File: config.mk
export PLATFORM = sky130hd
export DESIGN_NAME = bram_sdp_stream_reader
export DESIGN_NICKNAME = d
export VERILOG_FILES = /design/src/rtl/bram_rd_pkg.sv /design/src/rtl/bram_rd_skid.sv /design/src/rtl/bram_sdp_stream_reader.sv
export SDC_FILE = /design/constraint.sdc
export NUM_CORES = 1
export LEC_CHECK = 0
export ABC_AREA = 1
export BUFFER_PORTS_ARGS = -buffer_cell sky130_fd_sc_hd__buf_2
export CORE_UTILIZATION = 52
export CTS_BUF_LIST = sky130_fd_sc_hd__clkbuf_2 sky130_fd_sc_hd__clkbuf_4 sky130_fd_sc_hd__clkbuf_8
export CTS_CLUSTER_DIAMETER = 80
export DETAILED_ROUTE_END_ITERATION = 10
export GPL_TIMING_DRIVEN = 0
export HOLD_SLACK_MARGIN = 0.15
export MAX_ROUTING_LAYER = met4
export PLACE_DENSITY_LB_ADDON = 0.25
export SETUP_SLACK_MARGIN = 0.15
export SLEW_MARGIN = 25
export SYNTH_ARGS = -nofsm -noshare
export SYNTH_HDL_FRONTEND = slang
export SYNTH_HIERARCHICAL = 1
export SYNTH_SLANG_ARGS = --single-unit
export TNS_END_PERCENT = 100
File: constraint.sdc
create_clock -name clk -period 3 [get_ports clk]
set_clock_uncertainty 0.2 [all_clocks]
set_input_delay 0.45 -clock clk [delete_from_list [all_inputs] [get_ports clk]]
set_output_delay 0.45 -clock clk [all_outputs]
set_load 0.01 [all_outputs]
File: src/rtl/bram_rd_pkg.sv
// Shared types and constants for the BRAM_SDP stream reader.
// Optional feature macro used by this slice: BRAM_RD_STALL_CNT_EN.
`timescale 1ns/1ps

package bram_rd_pkg;

    typedef enum logic [1:0] {
        IDLE  = 2'd0,
        RUN   = 2'd1,
        DRAIN = 2'd2
    } bram_rd_state_t;

    localparam int unsigned BRAM_RD_BUF_DEPTH = 2;
    localparam int unsigned BRAM_RD_STALL_W   = 16;

endpackage

File: src/rtl/bram_rd_skid.sv
// Two-entry FIFO that absorbs the BRAM read latency in front of the stream.
// The head entry drives dout and stays untouched until it is popped, which
// keeps the output word stable under backpressure.
`timescale 1ns/1ps

module bram_rd_skid
    import bram_rd_pkg::*;
#(
    parameter int unsigned DWIDTH = 36,
    parameter int unsigned CNT_W  = $clog2(BRAM_RD_BUF_DEPTH + 1)
) (
    input  logic              clk,
    input  logic              rst,
    input  logic              push,
    input  logic [DWIDTH-1:0] din,
    input  logic              pop,
    output logic [DWIDTH-1:0] dout,
    output logic [CNT_W-1:0]  count
);

    logic [DWIDTH-1:0] entry [BRAM_RD_BUF_DEPTH];
    logic              wr_ptr;
    logic              rd_ptr;
    logic              do_push;
    logic              do_pop;

    // Qualify push/pop against the current fill level.
    always_comb begin
        do_pop  = pop && (count != '0);
        do_push = push && ((count != CNT_W'(BRAM_RD_BUF_DEPTH)) || do_pop);
        dout    = entry[rd_ptr];
    end

    // Storage and pointers; simultaneous push and pop keep the count unchanged.
    always_ff @(posedge clk or posedge rst) begin
        if (rst) begin
            for (int unsigned i = 0; i < BRAM_RD_BUF_DEPTH; i++) begin
                entry[i] <= '0;
            end
            wr_ptr <= 1'b0;
            rd_ptr <= 1'b0;
            count  <= '0;
        end else begin
            if (do_push) begin
                entry[wr_ptr] <= din;
                wr_ptr        <= ~wr_ptr;
            end
            if (do_pop) begin
                rd_ptr <= ~rd_ptr;
            end
            case ({do_push, do_pop})
                2'b10:   count <= count + 1'b1;
                2'b01:   count <= count - 1'b1;
                default: count <= count;
            endcase
        end
    end

endmodule

File: src/rtl/bram_sdp_stream_reader.sv
// Read-side initiator for a BRAM_SDP instance: walks a contiguous, wrapping
// address range through the registered read port and presents the words as
// a valid/ready stream, one word per cycle at full downstream throughput.
// Define BRAM_RD_STALL_CNT_EN to add the stall_cnt backpressure counter.
`timescale 1ns/1ps

module bram_sdp_stream_reader
    import bram_rd_pkg::*;
#(
    parameter int unsigned AWIDTH = 10,
    parameter int unsigned DWIDTH = 36
) (
    input  logic                       clk,
    input  logic                       rst,
    input  logic                       start,
    input  logic [AWIDTH-1:0]          base,
    input  logic [AWIDTH:0]            len,
    output logic                       busy,
    output logic                       done,
    output logic                       rce,
    output logic [AWIDTH-1:0]          ra,
    input  logic [DWIDTH-1:0]          rq,
    output logic                       m_valid,
    input  logic                       m_ready,
    output logic [DWIDTH-1:0]          m_data
`ifdef BRAM_RD_STALL_CNT_EN
    ,
    output logic [BRAM_RD_STALL_W-1:0] stall_cnt
`endif
);

    localparam int unsigned CNT_W = $clog2(BRAM_RD_BUF_DEPTH + 1);

    bram_rd_state_t     state;
    logic [AWIDTH:0]    remaining;
    logic               inflight;
    logic [CNT_W-1:0]   buf_count;
    logic               pop;
    logic               accept;
    logic [CNT_W:0]     occ_next;
    logic               drain_empty;

    // Occupancy seen after this edge (buffer + pending push - pop) gates issue
    // and tells DRAIN when the last word has left.
    always_comb begin
        m_valid     = (buf_count != '0);
        pop         = m_valid && m_ready;
        accept      = (state == IDLE) && start;
        busy        = (state != IDLE);
        occ_next    = (CNT_W+1)'(buf_count) + (CNT_W+1)'(inflight) - (CNT_W+1)'(pop);
        rce         = (state == RUN) && (remaining != '0) && (occ_next < (CNT_W+1)'(2));
        drain_empty = (occ_next == '0);
    end

    // Transfer FSM; done is registered so it coincides with busy falling.
    always_ff @(posedge clk or posedge rst) begin
        if (rst) begin
            state <= IDLE;
            done  <= 1'b0;
        end else begin
            done <= 1'b0;
            case (state)
                IDLE: begin
                    if (start) begin
                        state <= (len == '0) ? DRAIN : RUN;
                    end
                end
                RUN: begin
                    if (rce && (remaining == {{AWIDTH{1'b0}}, 1'b1})) begin
                        state <= DRAIN;
                    end
                end
                DRAIN: begin
                    if (drain_empty) begin
                        state <= IDLE;
                        done  <= 1'b1;
                    end
                end
                default: state <= IDLE;
            endcase
        end
    end

    // Read address and remaining word count; address wraps with its width.
    always_ff @(posedge clk or posedge rst) begin
        if (rst) begin
            ra        <= '0;
            remaining <= '0;
        end else if (accept) begin
            ra        <= base;
            remaining <= len;
        end else if (rce) begin
            ra        <= ra + 1'b1;
            remaining <= remaining - 1'b1;
        end
    end

    // One read in flight at most; its data lands in the buffer next edge.
    always_ff @(posedge clk or posedge rst) begin
        if (rst) begin
            inflight <= 1'b0;
        end else begin
            inflight <= rce;
        end
    end

    bram_rd_skid #(
        .DWIDTH (DWIDTH),
        .CNT_W  (CNT_W)
    ) u_skid (
        .clk    (clk),
        .rst    (rst),
        .push   (inflight),
        .din    (rq),
        .pop    (pop),
        .dout   (m_data),
        .count  (buf_count)
    );

`ifdef BRAM_RD_STALL_CNT_EN
    // Saturating count of backpressured cycles in the current transfer.
    always_ff @(posedge clk or posedge rst) begin
        if (rst) begin
            stall_cnt <= '0;
        end else if (accept) begin
            stall_cnt <= '0;
        end else if (m_valid && !m_ready && (stall_cnt != '1)) begin
            stall_cnt <= stall_cnt + 1'b1;
        end
    end
`endif

endmodule

==> results of run 1 <==
## layout make-up
class,instances,area [um2]
Clock inverter,6,47.5
Inverter,47,179
Fill cell,855,3400
Timing Repair Buffer,157,1030
Buffer,41,388
Multi-Input combinational cell,557,2590
Clock buffer,10,131
Sequential cell,101,2530
Tap cell,136,170
## metal layers
layer / global-route usage [%] / up-vias / part of all wire, %
li1: - / 2726 / -
met4: 11.1 / 0 / 1.7
met2: 50.1 / 230 / 51
met3: 3.25 / 24 / 5.3
met5: - / - / 0
met1: 34.6 / 2679 / 42
## Yosys cell counts
| cell type | n |
|---|---|
| nand2_1 | 361 |
| dfrtp_1 | 101 |
| nand4_1 | 76 |
| inv_1 | 42 |
| nor2_1 | 40 |
| nand3_1 | 25 |
| buf_2 | 14 |
| o21ai_2 | 10 |
| buf_4 | 9 |
| o21ai_0 | 9 |
| buf_12 | 8 |
| ha_1 | 7 |
| buf_6 | 5 |
| inv_2 | 5 |
| nor2_2 | 5 |
| a21oi_1 | 4 |
| nand3_4 | 4 |
| xnor2_1 | 4 |
| clkbuf_4 | 3 |
| nand2_2 | 3 |
| clkbuf_1 | 2 |
| or2_2 | 2 |
| xor2_1 | 2 |
| a31oi_1 | 1 |
| fa_1 | 1 |
| nand2_4 | 1 |
| nand3b_1 | 1 |
| o21a_1 | 1 |
## where the power goes
group / switching, mW / leakage [nW] / internal (mW) / total [mW]
clock: 0.498 / 0.0907 / 0.319 / 0.817
combinational: 2.40 / 2.57 / 1.54 / 3.94
sequential: 0.429 / 1.27 / 1.97 / 2.40
total: 3.33 / 3.93 / 3.83 / 7.16
## worst register-to-register path, stage by stage (launching register included)
cell	delay, ps
dfrtp_2	420
o21a_1	200
ha_1	270
inv_1	60
ha_1	120
inv_1	50
fa_1	500
nand2_2	80
nor2_4	110
nand3_4	80
buf_4	190
nand2_4	120
inv_2	120
nand2_1	100
nand2_1	50
## worst paths after layout
check                                         to  slack [ps]  cells after the start
worst max register to register      remaining[8]         240                     14
worst min-delay path                       ra[6]         160                      5
min in group asynchronous       u_skid/entry[25]         380                      3
max in group asynchronous       u_skid/entry[23]        1660                      4
worst min register to register  u_skid/entry[66]         280                      2
worst max-delay path                         rce         -70                     11
## flip-flops by register name (all words and copies together) (netlist names)
name	flops
u_skid/entry	72
remaining	11
ra	10
state	2
u_skid/count	2
done	1
inflight	1
u_skid/rd_ptr	1
u_skid/wr_ptr	1
## stage by stage
stage | hold WS [ps] | util (%) | setup TNS (ps) | worst slack (ps)
global placement | 253 | 61.1 | -33370 | -443
global route | 184 | 67.5 | -176 | -176
floorplan | 242 | - | 0 | 219
CTS | 156 | 67.5 | -110 | -110
finish | 164 | 67.5 | -74.4 | -74.4
detailed placement | 231 | 61.4 | -111 | -111
## cells by family after synthesis
logic type	after synthesis	synth area share (%)
AOI/OAI and AO/OA	25	2.93
and+or+nand+nor	518	39.8
buffers and inverters	88	9.88
xor gates and xnor gates	6	0.927
adders and majority gates	8	1.90
DFF	101	44.6
## repair_timing
action,in CTS,in global routing
pin swaps,3,1
buffers inserted,7,0
gates cloned,0,0
resized for setup,6,1
setup endpoints to repair,20,17
hold buffers,39,0
hold endpoints to repair,91,0
==> results.toml, run 1 <==
[worst_setup_path]
rr_startpoint = "u_skid/count[0]"
max_stage_delay_ps = 500
critPathTopFamily = "adder cells"
critPathArrivalTime_ps = 2420
startpoint = "u_skid/count[0]"
required_ps = 2350
cp_num_buf_inv = 4
critPathMaxFanout = 2
worst_setup_path_end_kind = "primary output"
crit_chain = "o21a_1, ha_1, inv_1, ha_1, inv_1, fa_1, nand2_2, nor2_4, nand3_4, inv_2, buf_6"
cp_slowest_cell = "fa_1"
cp-start-kind = "flop"
crit_type = "flop to primary output"

[route]
vias_per_cell = 5.36
wl_per_cell_um = 14.5
dr.pass1.iters = 6
drc_errors = 0
vias = 5659
drtIter0Drc = 439
wl_um = 15300
ant_nets = 0

[power_and_ir_drop]
p_leak_nw = 3.93
powerDensity_nw_per_um2 = 1010
power_mw = 7.16
peakVddDrop_mv = 0.528

[final_layout]
stdcell_area_um2 = 7060
finalNetCount = 983
syn_to_final_growth_pct = 24.6
final_common_cell = "nand2_1"
final_cell_count_no_fill = 1055
drive_gt1_share_pct = 22.7
antenna_cells = 0
final_cell_mix = "nand2_1 (360), buf_2 (123), dfrtp_1 (99)"

[global_route]
grt_max_degree = 57
grt_overflow = 0
grt_pass1_wl_um = 25200
antenna_found_initial = 0
grt_pass1_vias = 5580
grt_use_total_pct = 28.9

[sta]
finalHoldViolCount = 0
fin_ws_ps = -74.4
setup_violations = 1
rsz0062_at_grt = "true"
drv_slew = 0
period_share_pct = 102
period_needed_ps = 3070
slew_headroom_pct = 63.3
worst_slew_pin_slew_ps = 549
fmax_ghz = 0.325

[cts]
cts_buffers = 9
clock_latency_ps = 380
cts_tree = "built"
htree_levels = 3
cts.clk_slew.worst_paths_ps = 110
clock_sinks = 101
clockRootBuffer = "clkbuf_8"
cts_buffer_depth = 2

[synth]
synth_area_per_cell_um2 = 7.60
yosysTopAreaCellShare_pct = 44.6
netlist_area_um2 = 5670
yosys-top-cells-area = "dfrtp_1 (45%), nand2_1 (24%), nand4_1 (8.4%)"
syn_inst = 746
yosysTopAreaCell = "dfrtp_1"
yosysUniqueCellTypes = 28
yosys_warnings = 6
syn_nets = 815
ys_ff_latch = 101
ys_seq_area_share_pct = 44.6

[place]
finalWeightedCongestion = 0.903
dpl-instance-area_um2 = 6420
portBuffers = 110
place_inst = 993
hpwlAfterDp_um = 10700

[status]
violations = "negative setup slack"
outcome = "finished, violations left"

[floorplanning]
pin_count = 111
die_w_um = 106
fp.dieArea_um2 = 11300
die-height_um = 106
coreArea_um2 = 10500
start_util_pct = 54.2
rows = 37

[flow_run]
cap_violations = 0

[hold_path]
min_from = "base[6]"
min_path_type = "input port to flop"
No activity file was read; power rests on OpenSTA's default activity.
==> run 2: changes to the inputs <==
- BUFFER_PORTS_ARGS: -buffer_cell sky130_fd_sc_hd__buf_2 -> -buffer_cell sky130_fd_sc_hd__buf_4
- clock period: 3 -> 3.8 ns (I/O delays scaled with it)
==> run 2 against run 1 <==
The run now ends clean. Routed wire length fell by 4.9%. Sequential power fell by 20%. Core utilization fell by 1.2 points. Die area did not move. Flip-flop and latch count did not move. Count of clock-buffer cells in the layout rose by 4. Critical path depth did not move. Register-to-register slack improved by 750 ps. Critical path type unchanged. Critical endpoint unchanged. Largest cell class unchanged.
==> results.toml, run 2 (synthesized netlist as in run 1, its figures left out) <==
[status]
outcome = "complete, no violations"

[cts]
clock_sinks = 101
clock_latency_ps = 380
cts_tree = "built"
cts.clk_slew.worst_paths_ps = 90
cts_buffers = 9
cts_buffer_depth = 2
clockRootBuffer = "clkbuf_8"
htree_levels = 3

[worst_setup_path]
worst_setup_path_end_kind = "primary output"
critPathMaxFanout = 9
crit_chain = "o21a_1, ha_1, inv_1, ha_1, inv_1, fa_1, nand2_1, nor2_4, nand3_4, inv_2, buf_4"
required_ps = 3030
rr_startpoint = "u_skid/count[1]"
critPathArrivalTime_ps = 2740
cp_slowest_cell = "fa_1"
crit_type = "flop to primary output"
r2r_slack_ps = 990
max_stage_delay_ps = 480
cp-start-kind = "flop"
r2r-end = "ra[7]"
r2r_cells = 13

[floorplanning]
die-height_um = 106
pin_count = 111
fp.dieArea_um2 = 11300
coreArea_um2 = 10500
die_w_um = 106
rows = 37
start_util_pct = 54.2

[final_layout]
largest_reg_flops = 72
multi_input_area_um2 = 2590
final_cell_count_no_fill = 1013
regMostFlops = "u_skid/entry"
antenna_cells = 0
drive_gt1_share_pct = 23.3
reg_top3 = "u_skid/entry: 72 flops, remaining: 11 flops, ra: 10 flops"
final_common_cell = "nand2_1"
fill_cells = 921
final_cell_mix = "nand2_1 (361), buf_4 (122), dfrtp_1 (99)"
syn_to_final_growth_pct = 22.3
register_area_um2 = 2530
finalNetCount = 941

[route]
wl_um = 14600
drc_errors = 0
wl_per_cell_um = 14.4
vias_per_cell = 5.33
vias = 5397
drtIter0Drc = 330
ant_nets = 0
dr.pass1.iters = 5

[sta]
slew_headroom_pct = 63.2
setup_violations = 0
drv_slew = 0
worst_slew_pin_slew_ps = 551
fin_tns_setup_ps = 0
rsz0062_at_grt = "false"
finalHoldViolCount = 0
fmax_ghz = 0.285
period_share_pct = 92.5
period_needed_ps = 3510

[global_route]
grt_pass1_wl_um = 24000
grt_use_total_pct = 27.6
grt_max_degree = 57
antenna_found_initial = 0
grt_overflow = 0
grt_pass1_vias = 5129

[place]
finalWeightedCongestion = 0.909
portBuffers = 110
hpwlAfterDp_um = 10600
place_inst = 993

[hold_path]
min_delay_worst_endpoint = "remaining[9]"
hold_path_depth = 3
min_path_type = "input port to flop"
min_from = "len[9]"

[power_and_ir_drop]
peakVddDrop_mv = 0.544
powerDensity_nw_per_um2 = 830
p_leak_nw = 3.84

[flow_run]
cap_violations = 0
-- run 2: cell types whose count changed in the layout (fill, tap and decap cells not counted) --
cell,before,now
nand2_2,4,3
clkinvlp_4,1,2
dlygate4sd3_1,39,1
buf_8,1,0
clkbuf_8,9,13
buf_4,16,122
inv_6,2,0
buf_2,123,14
clkinv_2,1,0
clkinv_4,2,0
nand2_1,360,361
-- run 2: cell type report --
cell class	count	area share (%)
flip-flops and latches	101	36.5
clock inverters	2	0.216
inverters	47	2.58
repair buffers	115	12.8
clock buffers	14	2.69
multi-input cells	557	37.3
plain buffers	41	5.54
well taps	136	2.45
-- run 2: metrics by stage --
stage	hold WS, ps	util (%)	setup WS [ps]	power [mW]	cell area, um2
final	226	66.3	286	5.76	6940
after global routing	232	66.3	146	6.25	6940
after CTS	210	66.0	198	5.75	6910
after detailed placement	258	64.0	479	5.05	6700
after global placement	253	63.7	224	4.92	6670
after floorplan	242	-	899	3.94	5670
-- run 2: what timing repair did --
action / 4_1_cts / 5_1_grt
endpoints found under the hold margin: 20 / 0
buffers inserted: 0 / 3
gates resized for setup: 2 / 2
endpoints found under the setup margin: 1 / 1
hold buffers: 1 / 0
-- run 2: metal layers --
layer	vias to the layer above	wire length [um]	GRT usage (%)
li1	2641	-	-
met1	2543	5960	33.0
met2	190	7550	46.9
met3	23	784	5.52
met4	0	272	9.00
met5	-	0	-
-- run 2: worst max path at each step --
stage                               start          endpoint  slack [ps]  cells after the start
after floorplan           u_skid/count[1]               rce         900                     10
after global placement                rst  u_skid/entry[42]         220                      2
after detailed placement          m_ready               rce         480                     12
after CTS                 u_skid/count[1]               rce         200                     11
after global routing      u_skid/count[1]               rce         150                     11
final                     u_skid/count[1]               rce         290                     11
-- run 2: worst max-delay path: cells and delay by family, from the launching register on --
family / cells / cell delay [ps]
adders and majority gates: 3 / 880
DFF: 1 / 470
buffers and inverters: 4 / 380
and+or+nand+nor: 3 / 380
AOI/OAI and AO/OA: 1 / 240
-- run 2: where the power goes --
part | internal, mW | switching [mW]
Combinational | 1.32 | 1.85
Clock | 0.318 | 0.366
Sequential | 1.56 | 0.349
Total | 3.19 | 2.57
